**config.mk**
```make
export PLATFORM = sky130hd
export DESIGN_NAME = instr_ctrl
export DESIGN_NICKNAME = d
export VERILOG_FILES = /design/src/rtl/instr_ctrl.sv
export SDC_FILE = /design/constraint.sdc
export NUM_CORES = 1
export LEC_CHECK = 0
export BUFFER_PORTS_ARGS = -buffer_cell sky130_fd_sc_hd__clkbuf_2
export CAP_MARGIN = 20
export CORE_MARGIN = 2
export CORE_UTILIZATION = 39
export CTS_CLUSTER_DIAMETER = 30
export DETAILED_ROUTE_END_ITERATION = 6
export PLACE_DENSITY = 0.71
export SYNTH_ARGS = -nofsm -noshare
export SYNTH_HDL_FRONTEND = slang
export SYNTH_SLANG_ARGS = --single-unit
```
**constraint.sdc**
```tcl
create_clock -name clk -period 2.5 [get_ports clk]
set_input_delay 0.25 -clock clk [delete_from_list [all_inputs] [get_ports clk]]
set_output_delay 0.25 -clock clk [all_outputs]
set_load 0.01 [all_outputs]
```
**src/rtl/instr_ctrl.sv**
```systemverilog
// Multi-cycle instruction control FSM for the register-file/ALU datapath.
// Sequence: FETCH -> DECODE -> EXEC -> (MEM) -> WB -> FETCH.
// Every control output is driven from a register, so nothing on mem_ack or
// psr_in reaches an output combinationally.
module instr_ctrl #(
    parameter int DATAW  = 16,
    parameter int REGW   = 4,
    parameter int ALUOPW = 4,
    parameter int IMMW   = 8,
    parameter int PSRW   = 5
) (
    input  logic              clk,
    input  logic              reset,
    input  logic [DATAW-1:0]  instr,
    input  logic [PSRW-1:0]   psr_in,
    input  logic              mem_ack,
    output logic              write,
    output logic              IMM_MUX,
    output logic              COND_RSLT,
    output logic              WB_MUX0,
    output logic [1:0]        WB_MUX,
    output logic [REGW-1:0]   rSrc,
    output logic [REGW-1:0]   rDst,
    output logic [ALUOPW-1:0] aluOp,
    output logic [IMMW-1:0]   imm_out,
    output logic              mem_req,
    output logic              mem_we,
    output logic              pc_inc,
    output logic              pc_load
);

    // FSM encoding
    localparam logic [2:0] S_FETCH  = 3'd0;
    localparam logic [2:0] S_DECODE = 3'd1;
    localparam logic [2:0] S_EXEC   = 3'd2;
    localparam logic [2:0] S_MEM    = 3'd3;
    localparam logic [2:0] S_WB     = 3'd4;

    // Instruction classes
    localparam logic [3:0] CL_ALU_REG = 4'd0;
    localparam logic [3:0] CL_ALU_IMM = 4'd1;
    localparam logic [3:0] CL_LOAD    = 4'd2;
    localparam logic [3:0] CL_STOR    = 4'd3;
    localparam logic [3:0] CL_JAL     = 4'd4;
    localparam logic [3:0] CL_JCOND   = 4'd5;
    localparam logic [3:0] CL_SCOND   = 4'd6;
    localparam logic [3:0] CL_BCOND   = 4'd7;
    localparam logic [3:0] CL_ROM     = 4'd8;
    localparam logic [3:0] CL_NOP     = 4'd9;

    // Map an instruction word onto its class; unlisted op 0100 extensions do nothing.
    function automatic logic [3:0] classify(input logic [DATAW-1:0] w);
        logic [3:0] op;
        logic [3:0] ext;
        logic [3:0] cls;
        op  = w[15:12];
        ext = w[7:4];
        case (op)
            4'b0000: cls = CL_ALU_REG;
            4'b0100: begin
                case (ext)
                    4'b0000: cls = CL_LOAD;
                    4'b0100: cls = CL_STOR;
                    4'b1000: cls = CL_JAL;
                    4'b1100: cls = CL_JCOND;
                    4'b1101: cls = CL_SCOND;
                    default: cls = CL_NOP;
                endcase
            end
            4'b1100: cls = CL_BCOND;
            4'b1111: cls = CL_ROM;
            default: cls = CL_ALU_IMM;
        endcase
        return cls;
    endfunction

    // Evaluate a condition code against flags ordered {N,Z,F,L,C}.
    function automatic logic cond_eval(input logic [3:0] code, input logic [PSRW-1:0] f);
        logic n_f, z_f, f_f, l_f, c_f, res;
        n_f = f[4];
        z_f = f[3];
        f_f = f[2];
        l_f = f[1];
        c_f = f[0];
        case (code)
            4'd0:    res = z_f;
            4'd1:    res = !z_f;
            4'd2:    res = c_f;
            4'd3:    res = !c_f;
            4'd4:    res = n_f;
            4'd5:    res = !n_f;
            4'd6:    res = f_f;
            4'd7:    res = !f_f;
            4'd8:    res = !l_f && !z_f;
            4'd9:    res = l_f || z_f;
            4'd14:   res = 1'b1;
            default: res = 1'b0;
        endcase
        return res;
    endfunction

    logic [2:0]        state_r;
    logic [2:0]        next_state_s;
    logic [DATAW-1:0]  ir_r;
    logic [PSRW-1:0]   flags_r;

    logic [3:0]        ir_class_s;
    logic [3:0]        fetch_class_s;
    logic              is_mem_s;
    logic              is_alu_s;
    logic              writes_s;
    logic              cond_s;
    logic              takes_pc_s;
    logic [1:0]        wb_mux_s;
    logic              enter_wb_s;

    logic              write_r;
    logic              imm_mux_r;
    logic              cond_rslt_r;
    logic              wb_mux0_r;
    logic [1:0]        wb_mux_r;
    logic [REGW-1:0]   rsrc_r;
    logic [REGW-1:0]   rdst_r;
    logic [ALUOPW-1:0] alu_op_r;
    logic [IMMW-1:0]   imm_r;
    logic              mem_req_r;
    logic              mem_we_r;
    logic              pc_inc_r;
    logic              pc_load_r;

    assign ir_class_s    = classify(ir_r);
    assign fetch_class_s = classify(instr);
    assign cond_s        = cond_eval(ir_r[11:8], flags_r);
    assign enter_wb_s    = (next_state_s == S_WB);

    // Per-instruction attributes derived from the latched instruction.
    always_comb begin
        is_mem_s   = (ir_class_s == CL_LOAD) || (ir_class_s == CL_STOR);
        is_alu_s   = (ir_class_s == CL_ALU_REG) || (ir_class_s == CL_ALU_IMM);
        writes_s   = is_alu_s || (ir_class_s == CL_LOAD) || (ir_class_s == CL_JAL) ||
                     (ir_class_s == CL_SCOND) || (ir_class_s == CL_ROM);
        takes_pc_s = (ir_class_s == CL_JAL) ||
                     (((ir_class_s == CL_JCOND) || (ir_class_s == CL_BCOND)) && cond_s);
        case (ir_class_s)
            CL_LOAD:    wb_mux_s = 2'd3;
            CL_SCOND:   wb_mux_s = 2'd1;
            CL_JAL:     wb_mux_s = 2'd0;
            CL_ALU_REG: wb_mux_s = 2'd2;
            CL_ALU_IMM: wb_mux_s = 2'd2;
            default:    wb_mux_s = 2'd0;
        endcase
    end

    // Next-state logic; MEM waits on mem_ack with no timeout.
    always_comb begin
        next_state_s = state_r;
        case (state_r)
            S_FETCH:  next_state_s = S_DECODE;
            S_DECODE: next_state_s = S_EXEC;
            S_EXEC: begin
                if (is_mem_s) begin
                    next_state_s = S_MEM;
                end else begin
                    next_state_s = S_WB;
                end
            end
            S_MEM: begin
                if (mem_ack) begin
                    next_state_s = S_WB;
                end else begin
                    next_state_s = S_MEM;
                end
            end
            S_WB:     next_state_s = S_FETCH;
            default:  next_state_s = S_FETCH;
        endcase
    end

    // State register.
    always_ff @(posedge clk or posedge reset) begin
        if (reset) begin
            state_r <= S_FETCH;
        end else begin
            state_r <= next_state_s;
        end
    end

    // Instruction register loads in FETCH; flags load at the end of an ALU EXEC.
    always_ff @(posedge clk or posedge reset) begin
        if (reset) begin
            ir_r    <= {DATAW{1'b0}};
            flags_r <= {PSRW{1'b0}};
        end else begin
            if (state_r == S_FETCH) begin
                ir_r <= instr;
            end
            if ((state_r == S_EXEC) && is_alu_s) begin
                flags_r <= psr_in;
            end
        end
    end

    // Field outputs are captured alongside ir so they are valid from DECODE through WB.
    always_ff @(posedge clk or posedge reset) begin
        if (reset) begin
            rsrc_r    <= {REGW{1'b0}};
            rdst_r    <= {REGW{1'b0}};
            alu_op_r  <= {ALUOPW{1'b0}};
            imm_mux_r <= 1'b0;
            imm_r     <= {IMMW{1'b0}};
        end else if (state_r == S_FETCH) begin
            rsrc_r    <= instr[3:0];
            // Scond writes its result into the register named in the rSrc field.
            rdst_r    <= (fetch_class_s == CL_SCOND) ? instr[3:0] : instr[11:8];
            imm_mux_r <= (fetch_class_s == CL_ALU_IMM);
            imm_r     <= instr[7:0];
            case (fetch_class_s)
                CL_ALU_REG: alu_op_r <= instr[7:4];
                CL_ALU_IMM: alu_op_r <= instr[15:12];
                default:    alu_op_r <= {ALUOPW{1'b0}};
            endcase
        end
    end

    // Write-back, PC and memory handshake controls, registered from the next state.
    always_ff @(posedge clk or posedge reset) begin
        if (reset) begin
            write_r     <= 1'b0;
            pc_inc_r    <= 1'b0;
            pc_load_r   <= 1'b0;
            wb_mux_r    <= 2'd0;
            wb_mux0_r   <= 1'b0;
            cond_rslt_r <= 1'b0;
            mem_req_r   <= 1'b0;
            mem_we_r    <= 1'b0;
        end else begin
            write_r     <= enter_wb_s && writes_s;
            pc_load_r   <= enter_wb_s && takes_pc_s;
            pc_inc_r    <= enter_wb_s && !takes_pc_s;
            wb_mux_r    <= enter_wb_s ? wb_mux_s : 2'd0;
            wb_mux0_r   <= enter_wb_s && (ir_class_s == CL_ROM);
            cond_rslt_r <= enter_wb_s && (ir_class_s == CL_SCOND) && cond_s;
            mem_req_r   <= (next_state_s == S_MEM);
            mem_we_r    <= (next_state_s == S_MEM) && (ir_class_s == CL_STOR);
        end
    end

    assign write     = write_r;
    assign IMM_MUX   = imm_mux_r;
    assign COND_RSLT = cond_rslt_r;
    assign WB_MUX0   = wb_mux0_r;
    assign WB_MUX    = wb_mux_r;
    assign rSrc      = rsrc_r;
    assign rDst      = rdst_r;
    assign aluOp     = alu_op_r;
    assign imm_out   = imm_r;
    assign mem_req   = mem_req_r;
    assign mem_we    = mem_we_r;
    assign pc_inc    = pc_inc_r;
    assign pc_load   = pc_load_r;

endmodule
```
### Word-level counts from Yosys, hierarchy flattened

Index checks and enable logic that the tools add are counted.

| operators by class | value |
|---|---|
| equal/unequal tests | 39 |
| reduce and logical (&&, ||, !) cells | 34 |
| mux-type cells | 12 |

Operator list:

| kind | number |
|---|---|
| $eq 4x4->1 const B | 14 |
| $eq 4x3->1 const B | 13 |
| $pmux 4 s5 | 2 |
| $pmux 4 s4 | 2 |
| $logic_not 4->1 | 7 |
| $eq 4x2->1 const B | 4 |
| $eq 4x1->1 const B | 3 |
| $pmux 3 s4 | 1 |
| $pmux 1 s11 | 1 |
| $logic_and 1x1->1 | 10 |
| $eq 3x2->1 const B | 3 |
| $logic_or 1x1->1 | 9 |
| $pmux 4 s2 | 1 |
| $logic_not 1->1 | 6 |
| $mux 3 | 2 |
| $pmux 2 s3 | 1 |
| $mux 4 | 1 |
| $eq 3x1->1 const B | 1 |
| $eq 3x3->1 const B | 1 |
| $logic_not 3->1 | 1 |
| $mux 2 | 1 |
| $reduce_or 2->1 | 1 |

| storage, ports and cells | value |
|---|---|
| output and inout bits | 30 |
| flip-flop bits (word level) | 54 |

### Depth between registers and ports, before layout

Gate-level depths: netlist of the first run.

| logic depth | value |
|---|---|
| depth in word-level cells | 10 |
| gate-level depth with buffers | 6 |

### Worst setup path after synthesis of the first run

Ideal clock, no wire load.

| timing | value |
|---|---|
| path type | register -> register |
| start point | register ir_r[4] |
| end point | register cond_rslt_r (netlist: COND_RSLT) |
| cell stages (with the launch flop) | 6 |
| setup slack | 686 ps |
| required time | 2432 ps |
| period minus slack after synthesis | 1814 ps |
| buffers on the path | 0 |
| arrival | 1746 ps |
| path through | dfrtp_1 -> or3_1 -> and3_4 -> o41ai_4 -> nor4b_4 -> and4b_1 |

| between the ends | value |
|---|---|
| word-level cells in the longest chain between the ends | 10 |

RTL lines:

| what | RTL line | source |
|---|---|---|
| start: declaration | 104 | `logic [DATAW-1:0] ir_r;` |
| start signal: assignment | 191 | `ir_r <= {DATAW{1'b0}};` |
| start signal: assignment | 195 | `ir_r <= instr;` |
| $eq 4x4->1, or another cell as far along | 61 | `case (ext)` |
| $pmux 4 s5 (*) | 61 |  |
| $pmux 4 s4 (*) | 58 | `case (op)` |
| $eq 4x2->1 | 138 | `is_mem_s = (ir_class_s == CL_LOAD) \|\| (ir_class_s == CL_STOR);` |
| $logic_or 1x1->1 | 138 |  |
| $mux 3 | 161 | `if (is_mem_s) begin` |
| $pmux 3 s4 | 157 | `case (state_r)` |
| $eq 3x3->1 | 134 | `assign enter_wb_s = (next_state_s == S_WB);` |
| $logic_and 1x1->1 (*) (2 in series) | 242 | `cond_rslt_r <= enter_wb_s && (ir_class_s == CL_SCOND) && cond_s;` |
| end signal: assignment | 242 |  |
| end: declaration | 119 | `logic cond_rslt_r;` |

Mark *: on every way between the ends. The rest lies on a longest branch, timed or not.
A chain may end at the register's enable or synchronous reset.

### Worst setup path after layout of the first run

Ends and elaborated chain as after synthesis.

==> impl_metrics.yaml, run 1 <==
drt:
  avgRoutedWirePerCell_microns: 13.16
  drt-initial-drc-count: 66
  viasPerCell: 5.037
  vias: 1642
  drtAntennaViolNets: 0
  drc: 0
  routed_wl_microns: 4291
  dr.pass1.iters: 4
synth:
  syn_avg_cell_area_sq_um: 9.731
  yosysSeqAreaShare_pct: 51.19
  synth.distinct_cells: 41
  ys_ff_latch: 42
  synth_cells: 211
  syn_area_sq_um: 2053
  synth_nets: 235
  ys_warn_count: 0
worst_setup_path:
  cp-end-kind: "flip-flop"
  worstSetupPathType: "flip-flop to flip-flop"
  r2r_setup_slack_ns: 0.53
  path_max_fanout: 7
  start_kind: "flip-flop"
  r2r-start: "ir_r[4]"
  reg2reg_to: "COND_RSLT"
  arrival_ns: 2.19
  rr_worst_depth: 5
  crit_required_ns: 2.73
cts:
  numCtsBuffers: 5
  cts-root-buf: "clkbuf_8"
  clkLatencyLatePin_ns: 0.29
  cts_resized: 0
  cts_tree: "built"
  htree_levels: 2
  ctsLongestPathBuffers: 2
  cts_hold_buf: 0
  cts.sinks: 42
  clk_pin_slew_ns: 0.08
  post-cts-setup-buffers: 0
placement:
  place_area_sq_um: 2317
  hpwl_microns: 3161
  place.gp.congestion: 0.8407
  port_buffers: 53
final_layout:
  layout_commonest_cell: "nand2_1"
  area_delta_synth_final_pct: 17.31
  fillers: 504
  register_area_sq_um: 1051
  diodes: 0
  layout-drive-gt1-share_pct: 30.47
  fin_nets: 279
  fin_area_sq_um: 2409
  final_cell_mix: "nand2_1, clkbuf_2, dfrtp_1, o21ai_0, nor2_1"
  multi_input_area_sq_um: 864.6
global_routing:
  grt_first_pass_wirelength_microns: 7396
  grt_max_degree: 43
  first_global_vias: 1560
  grt_antenna_before_repair: 0
  grt_usage_pct: 15.69
  grt_overflow: 0
sta:
  hold_viol: 0
  finalClockSkew_ns: 0.007126
  tightest_slew_ns: 0.5664
  fin_crit_sh_pct: 78.61
  final-setup-viol-count: 0
  fmax_ghz: 0.5088
  min_period_ns: 1.965
  whs_ns: 0.06964
  drv_slew: 0
  rsz0062_at_grt: "no"
  slew-limit-headroom_pct: 62.24
  tns_ns: 0
die:
  fp.coreArea_sq_um: 5107
  start_util_pct: 40.20
  die_y_microns: 76.56
  ios: 54
  die_area_sq_um: 5861
  core.rowCount: 26
  die_w_microns: 76.56
run_status:
  outcome: "complete, no violations"
power_and_ir_drop:
  powerDensity_nw_per_um2: 1268
  leakage_nw: 1.217
  ir_drop_mv: 0.4759
flow_run:
  drv_cap: 0
min_path:
  min_path_type: "input pin to asynchronous set/reset pin"
through the flow:
stage	worst slack [ns]	instances	power, mW	util (%)
after detailed placement	0.5638	318	2.636	45.37
final	0.5347	326	3.054	47.16
after global routing	0.4006	326	3.323	47.16
after global placement	0.5985	318	2.592	45.37
after floorplan	0.6855	211	2.294	-
after CTS	0.5394	326	3.094	47.16
cell type report:
type	count	share of cell area, %
clock buffers	7	3.584
flip-flops and latches	42	43.64
inverters	7	1.091
clock inverters	1	0.2078
multi-input cells	143	35.90
well taps	70	3.636
repair buffers	56	11.95
worst max-delay path: stages (launching register included):
cell and delay (ns):
dfrtp_1 0.44, or3_1 0.42, and3_4 0.20, o41ai_4 0.35, nor4b_4 0.28, and4b_1 0.21
synth_stat cells:
cell       count  share of area, %
and3_2         1              0.37
nor3_1         3              0.73
o31a_2         1              0.49
o41ai_4        1               1.3
dfrtp_1       42                51
nand2_1       56                10
a21oi_1        6               1.5
nand4b_1       1              0.43
a211oi_2       1              0.61
mux2i_1        3               1.5
nand2b_1       2              0.61
a2111oi_0      1              0.43
o211ai_1       6               2.2
nor2b_1        2              0.61
a221o_1        3               1.5
nor4_1         1              0.30
inv_1          7               1.3
o31ai_1        1              0.37
xnor2_1        2              0.85
and3_1         3              0.91
nor2_1         9               1.6
o211ai_4       1               1.0
mux2_2         5               2.7
o21ai_0        9               2.2
nand4_1        3              0.91
a311oi_1       1              0.43
and2_1         1              0.30
or3b_2         1              0.43
buf_4         12               4.4
o21ai_1        1              0.24
nor4bb_1       1              0.49
and4b_1        1              0.49
clkbuf_1       7               1.3
a21bo_2        1              0.49
a221oi_1       1              0.43
or3_1          2              0.61
a41oi_1        1              0.43
nand3_1        7               1.7
and3_4         1              0.55
nor4b_4        1               1.2
nor3b_1        2              0.73
routing by layer:
layer	global-route usage (%)	wire (microns)	vias to the layer above
li1	-	-	804
met1	20.78	1996	789
met2	25.40	2021	43
met3	4.265	226	6
met4	4.364	46	0
met5	0	0	-
power breakdown:
part | switching [mW] | total [mW] | internal [mW] | leakage (nW)
sequential | 0.266 | 1.24 | 0.977 | 0.526
clock | 0.221 | 0.444 | 0.223 | 0.0482
combinational | 0.770 | 1.37 | 0.597 | 0.642
total | 1.26 | 3.05 | 1.80 | 1.22
cells by family after synthesis:
family | synth area share, %
muxes | 4.205
and+or+nand+nor | 23.22
buffers and inverters | 6.948
AOI/OAI and AO/OA | 13.59
DFF | 51.19
xor gates and xnor gates | 0.8533
registers in the layout, indices dropped and copies added, names as in the netlist:
register	flops
pc_load	1
mem_we	1
WB_MUX0	1
flags_r	5
IMM_MUX	1
rDst	4
aluOp	4
ir_r	16
mem_req	1
WB_MUX	2
write	1
state_r	3
COND_RSLT	1
pc_inc	1
worst max path at each step:
stage	from	end	slack [ns]	depth (start not counted)
3_3_place_gp	ir_r[4]	COND_RSLT	0.60	5
2_1_floorplan	ir_r[4]	COND_RSLT	0.69	5
5_1_grt	ir_r[4]	COND_RSLT	0.40	5
4_1_cts	ir_r[4]	COND_RSLT	0.54	5
6_report	ir_r[4]	COND_RSLT	0.53	5
3_5_place_dp	ir_r[4]	COND_RSLT	0.56	5
(Power assumes the default switching activity.)
==> inputs of run 2 (changes only) <==
ABC_AREA = 1   (was default)
PLACE_DENSITY = 0.7   (was 0.71)
clock period = 1.9 ns   (was 2.5 ns; I/O delays follow)
==> impl_metrics.yaml, run 2 <==
synth:
  syn_area_sq_um: 2303
  yosysMostFrequentCell: "nand2_1"
  ys_warn_count: 0
  ys_ff_latch: 42
  synth_nets: 304
  yosys.area.top_type: "dfrtp_1"
  synth_edf_count: 0
  yosys-top-cells-count: "nand2_1, dfrtp_1, inv_1, nor2_1, nand3_1"
  yosysSeqAreaShare_pct: 45.63
  synth_cells: 280
  syn_avg_cell_area_sq_um: 8.227
  netlist_top_cells_area: "dfrtp_1, nand2_1, inv_1, buf_4, nand3_1"
  synth_top_flop_cell: "dfrtp_1"
  netlist.area_leader.share_pct: 45.63
  synth.distinct_cells: 31
  ys_async_sr_fraction_pct: 100.0
worst_setup_path:
  critPathLaunch: "state_r[1]"
  path_depth: 7
  critical_path.slowest_cell: "dfrtp_1"
  cp_num_buf_inv: 2
  start_kind: "flip-flop"
  reg2reg_to: "rDst[3]"
  cp_common_cell: "nor2_1"
  arrival_ns: 1.73
  endpoint: "rDst[3]"
  crit_required_ns: 2.13
  cp-end-kind: "flip-flop"
  r2r_setup_slack_ns: 0.40
  r2r-start: "state_r[1]"
  path_max_fanout: 19
  cpPeakStageDelay_ns: 0.39
  crit_family: "simple AND/OR/NAND/NOR gates"
  rr_worst_depth: 7
  path_cells: "nor2_1 > inv_1 > nor2_4 > inv_2 > nor2_1 > nand2_1 > nand3_1"
  worstSetupPathType: "flip-flop to flip-flop"
die:
  die_y_microns: 80.85
  ios: 54
  core.rowCount: 27
  die_w_microns: 80.85
  fp.coreArea_sq_um: 5608
  die_area_sq_um: 6537
  start_util_pct: 41.08
global_routing:
  grt_first_pass_wirelength_microns: 7879
  grt_overflow: 0
  grt_usage_pct: 15.39
  grt_antenna_before_repair: 0
  grt_max_degree: 43
  first_global_vias: 1773
cts:
  clk_pin_slew_ns: 0.08
  cts-root-buf: "clkbuf_8"
  post-cts-setup-buffers: 0
  clkLatencyLatePin_ns: 0.29
  cts_hold_buf: 0
  numCtsBuffers: 5
  htree_levels: 2
  cts_tree: "built"
  cts.sinks: 42
  cts_resized: 0
  ctsLongestPathBuffers: 2
sta:
  final-setup-viol-count: 0
  slew-limit-headroom_pct: 65.53
  hold_viol: 0
  rsz0062_at_grt: "no"
  min_period_ns: 1.497
  fin_crit_sh_pct: 78.81
  drv_slew: 0
  tightest_slew_ns: 0.5132
  tns_ns: 0
  fmax_ghz: 0.6678
  finalClockSkew_ns: 0.007800
drt:
  drt-initial-drc-count: 79
  viasPerCell: 4.768
  drc: 0
  routed_wl_microns: 4582
  vias: 1907
  drtAntennaViolNets: 0
  dr.pass1.iters: 4
  avgRoutedWirePerCell_microns: 11.46
final_layout:
  regMostFlops: "ir_r"
  fillers: 591
  area_delta_synth_final_pct: 17.49
  largest_reg_flops: 16
  reg_top3: "ir_r (16), flags_r (5)"
  layout-drive-gt1-share_pct: 29.88
  final_cell_mix: "nand2_1, clkbuf_2, dfrtp_1, inv_1, nor2_1"
  fin_nets: 351
  instances_no_fill: 400
  diodes: 0
  layout_commonest_cell: "nand2_1"
power_and_ir_drop:
  leakage_nw: 1.475
  intPower_mw: 2.546
  power_switching_mw: 1.907
  ir_drop_mv: 0.6141
  p_total_mw: 4.453
  pwr-share-clk_pct: 18.7
  comb_power_share_pct: 46.4
  netSwitchingFraction_pct: 42.82
  seq_power_share_pct: 34.8
  powerDensity_nw_per_um2: 1645
run_status:
  outcome: "complete, no violations"
placement:
  numPlacedInstances: 392
  place.gp.congestion: 0.8972
  hpwl_microns: 3597
  port_buffers: 53
min_path:
  min_path_type: "input pin to asynchronous set/reset pin"
flow_run:
  drv_cap: 0
==> run 2: cell types whose count changed after synthesis, moves of 6 or more <==
cell	before	now
nand3_1	7	15
clkbuf_1	7	0
inv_2	0	10
nand2_2	0	6
inv_1	7	36
nor2_1	9	18
o21ai_1	1	14
nand2_1	56	74
==> run 2: how the worst min path moves through the flow <==
stage | start | slack [ns] | end
2_1_floorplan | instr[12] | 0.31 | ir_r[12]
3_3_place_gp | reset | 0.33 | mem_we
3_5_place_dp | reset | 0.34 | COND_RSLT
4_1_cts | reset | 0.01 | ir_r[10]
5_1_grt | reset | 0.05 | ir_r[2]
6_report | reset | 0.002 | ir_r[5]
==> run 2: tightest hold or removal path: stages <==
cell and delay (ns):
clkbuf_2 0.08, inv_1 0.04, buf_4 0.44
==> run 2: stage by stage <==
step	hold slack (ns)	utilization [%]	setup WS (ns)	instance area, sq um
final	0.001527	48.26	0.4026	2706
after floorplan	0.3110	-	0.6073	2303
after global placement	0.3323	45.81	0.4322	2569
after CTS	0.01438	48.26	0.3703	2706
after detailed placement	0.3429	45.81	0.3888	2569
after global routing	0.04537	48.26	0.2071	2706
==> run 2: final cells by class <==
cell class / count / area (sq um) / share of cell area (%)
clock inverters: 3 / 68.82 / 2.543
repair buffers: 55 / 280.3 / 10.36
well taps: 72 / 90.09 / 3.329
multi-input cells: 177 / 974.7 / 36.01
inverters: 46 / 172.7 / 6.380
flip-flops and latches: 42 / 1051 / 38.83
clock buffers: 5 / 68.82 / 2.543
==> run 2: power groups by stage <==
stage | logic (mW) | clock network, mW | registers [mW]
after global placement | 2.06 | 0 | 1.56
after CTS | 2.11 | 0.861 | 1.55
after detailed placement | 2.09 | 0 | 1.57
after global routing | 2.35 | 0.900 | 1.60
after floorplan | 1.66 | 0 | 1.57
final | 2.07 | 0.833 | 1.55
==> run 2: cells by family after synthesis <==
kind of cell	after synthesis	share of synthesized area, %
AND/OR/NAND/NOR	139	31.67
buffers and inverters	61	12.06
flip-flops	42	45.63
AO/OA/AOI/OAI	37	10.27
XOR/XNOR	1	0.3803
==> run 2: layer usage <==
metal,up-vias,share of wire [%],GRT usage (%)
li1,975,-,-
met1,873,48,20.53
met2,53,46,24.38
met3,6,5.7,4.111
met4,0,0.83,4.915
met5,-,0,0
==> inputs of run 3 (changes only) <==
clock period = 1.4 ns   (was 1.9 ns; I/O delays follow)
==> impl_metrics.yaml, run 3 (synthesis results as in run 2) <==
final_layout:
  reg_top3: "ir_r (16), flags_r (5)"
  post-route-util_pct: 52.01
  regMostFlops: "ir_r"
  area_delta_synth_final_pct: 26.62
  layout-drive-gt1-share_pct: 37.36
  largest_reg_flops: 16
  diodes: 0
  instances_no_fill: 420
  final_cell_mix: "nand2_1, clkbuf_2, dfrtp_1, inv_1, buf_4"
  layout_commonest_cell: "nand2_1"
  fin_nets: 371
sta:
  slew-limit-headroom_pct: 65.27
  fin_crit_sh_pct: 103.8
  fmax_ghz: 0.6882
  tightest_slew_ns: 0.5210
  worst_slack_ns: -0.05310
  drv_slew: 0
  finalClockSkew_ns: 0.009704
  rsz0062_at_grt: "yes"
  min_period_ns: 1.453
  hold_viol: 0
  final-setup-viol-count: 14
min_path:
  whs_path_depth: 3
  min_from: "psr_in[0]"
  min_path_type: "input pin to flip-flop"
  whs_endpoint: "flags_r[0]"
die:
  fp.coreArea_sq_um: 5608
  die_y_microns: 80.85
  start_util_pct: 41.08
  die_area_sq_um: 6537
  die_w_microns: 80.85
  core.rowCount: 27
  ios: 54
worst_setup_path:
  arrival_ns: 1.63
  worstSetupPathType: "flip-flop to flip-flop"
  path_max_fanout: 6
  rr_worst_depth: 8
  r2r-start: "ir_r[5]"
  crit_required_ns: 1.58
  r2r_setup_slack_ns: -0.05
  cp-end-kind: "flip-flop"
  start_kind: "flip-flop"
  reg2reg_to: "WB_MUX[1]"
global_routing:
  grt_usage_pct: 15.96
  grt_antenna_before_repair: 0
  grt_overflow: 0
  first_global_vias: 1823
  grt_max_degree: 43
  grt_first_pass_wirelength_microns: 8079
power_and_ir_drop:
  leakage_nw: 1.561
  ir_drop_mv: 1.185
  powerDensity_nw_per_um2: 2234
  p_total_mw: 6.516
drt:
  drc: 0
  drtAntennaViolNets: 0
  viasPerCell: 4.729
  vias: 1986
  routed_wl_microns: 4928
  avgRoutedWirePerCell_microns: 11.73
  drt-initial-drc-count: 98
  dr.pass1.iters: 4
placement:
  numPlacedInstances: 395
  place.gp.congestion: 0.8605
  hpwl_microns: 3532
  port_buffers: 53
cts:
  cts_tree: "built"
  ctsLongestPathBuffers: 2
  htree_levels: 2
  cts.sinks: 42
  numCtsBuffers: 5
  clkLatencyLatePin_ns: 0.30
  cts-root-buf: "clkbuf_8"
  clk_pin_slew_ns: 0.08
run_status:
  violations: "setup timing"
  outcome: "finished, violations left"
flow_run:
  drv_cap: 0
## run 3: worst max path at each step
| stage | startpoint | endpoint | cells after the start |
|---|---|---|---|
| 3_3_place_gp | ir_r[4] | WB_MUX0 | 8 |
| 5_1_grt | ir_r[4] | WB_MUX[1] | 8 |
| 2_1_floorplan | ir_r[13] | pc_inc | 10 |
| 6_report | ir_r[5] | WB_MUX[1] | 8 |
| 3_5_place_dp | ir_r[4] | pc_inc | 10 |
| 4_1_cts | ir_r[4] | WB_MUX[1] | 8 |
## run 3: metal layers
metal	global-route usage (%)	routed length, microns	vias up
met3	3.111	243	7
met4	7.288	77	0
li1	-	-	1020
met1	20.99	2167	905
met2	25.45	2439	54
met5	0	0	-
## run 3: area by class of cell
type | count | area, sq um
clock buffers | 6 | 72.57
clock inverters | 2 | 37.54
fillers | 541 | 2691
inverters | 46 | 172.7
multi-input cells | 178 | 1064
flip-flops and latches | 42 | 1051
well taps | 72 | 90.09
repair buffers | 74 | 429.2
## run 3: repair_timing
item,CTS,global route
gates resized for setup,4,16
endpoints found under the setup margin,11,23
endpoints found under the hold margin,42,0
cloned,0,1
setup buffers,1,14
hold buffers,1,0
pin swaps,2,19
## run 3: critical path, stage by stage (launching register included)
cell and delay (ns):
dfrtp_1 0.42, nor2_2 0.13, inv_2 0.07, o21ai_1 0.13
nand2_1 0.10, nand2_4 0.12, nand3_4 0.10, a21oi_4 0.20
nor2_1 0.07
## run 3: stage by stage
step / worst slack [ns] / hold slack, ns / TNS (ns) / cell area [sq um]
final: -0.05310 / 0.05598 / -0.3952 / 2917
after floorplan: 0.1073 / 0.2610 / 0 / 2303
after global placement: 0.02588 / 0.2829 / 0 / 2591
after detailed placement: -0.007445 / 0.2844 / -0.009198 / 2591
after global routing: -0.1664 / 0.06215 / -2.388 / 2917
after CTS: -0.01969 / 0.05194 / -0.07822 / 2735
## run 3: power by group
group          switching, mW  internal, mW  total (mW)  leakage, nW
Sequential             0.381          1.73        2.12        0.530
Combinational           2.02          1.43        3.44        0.980
Clock                  0.423         0.532       0.955       0.0514
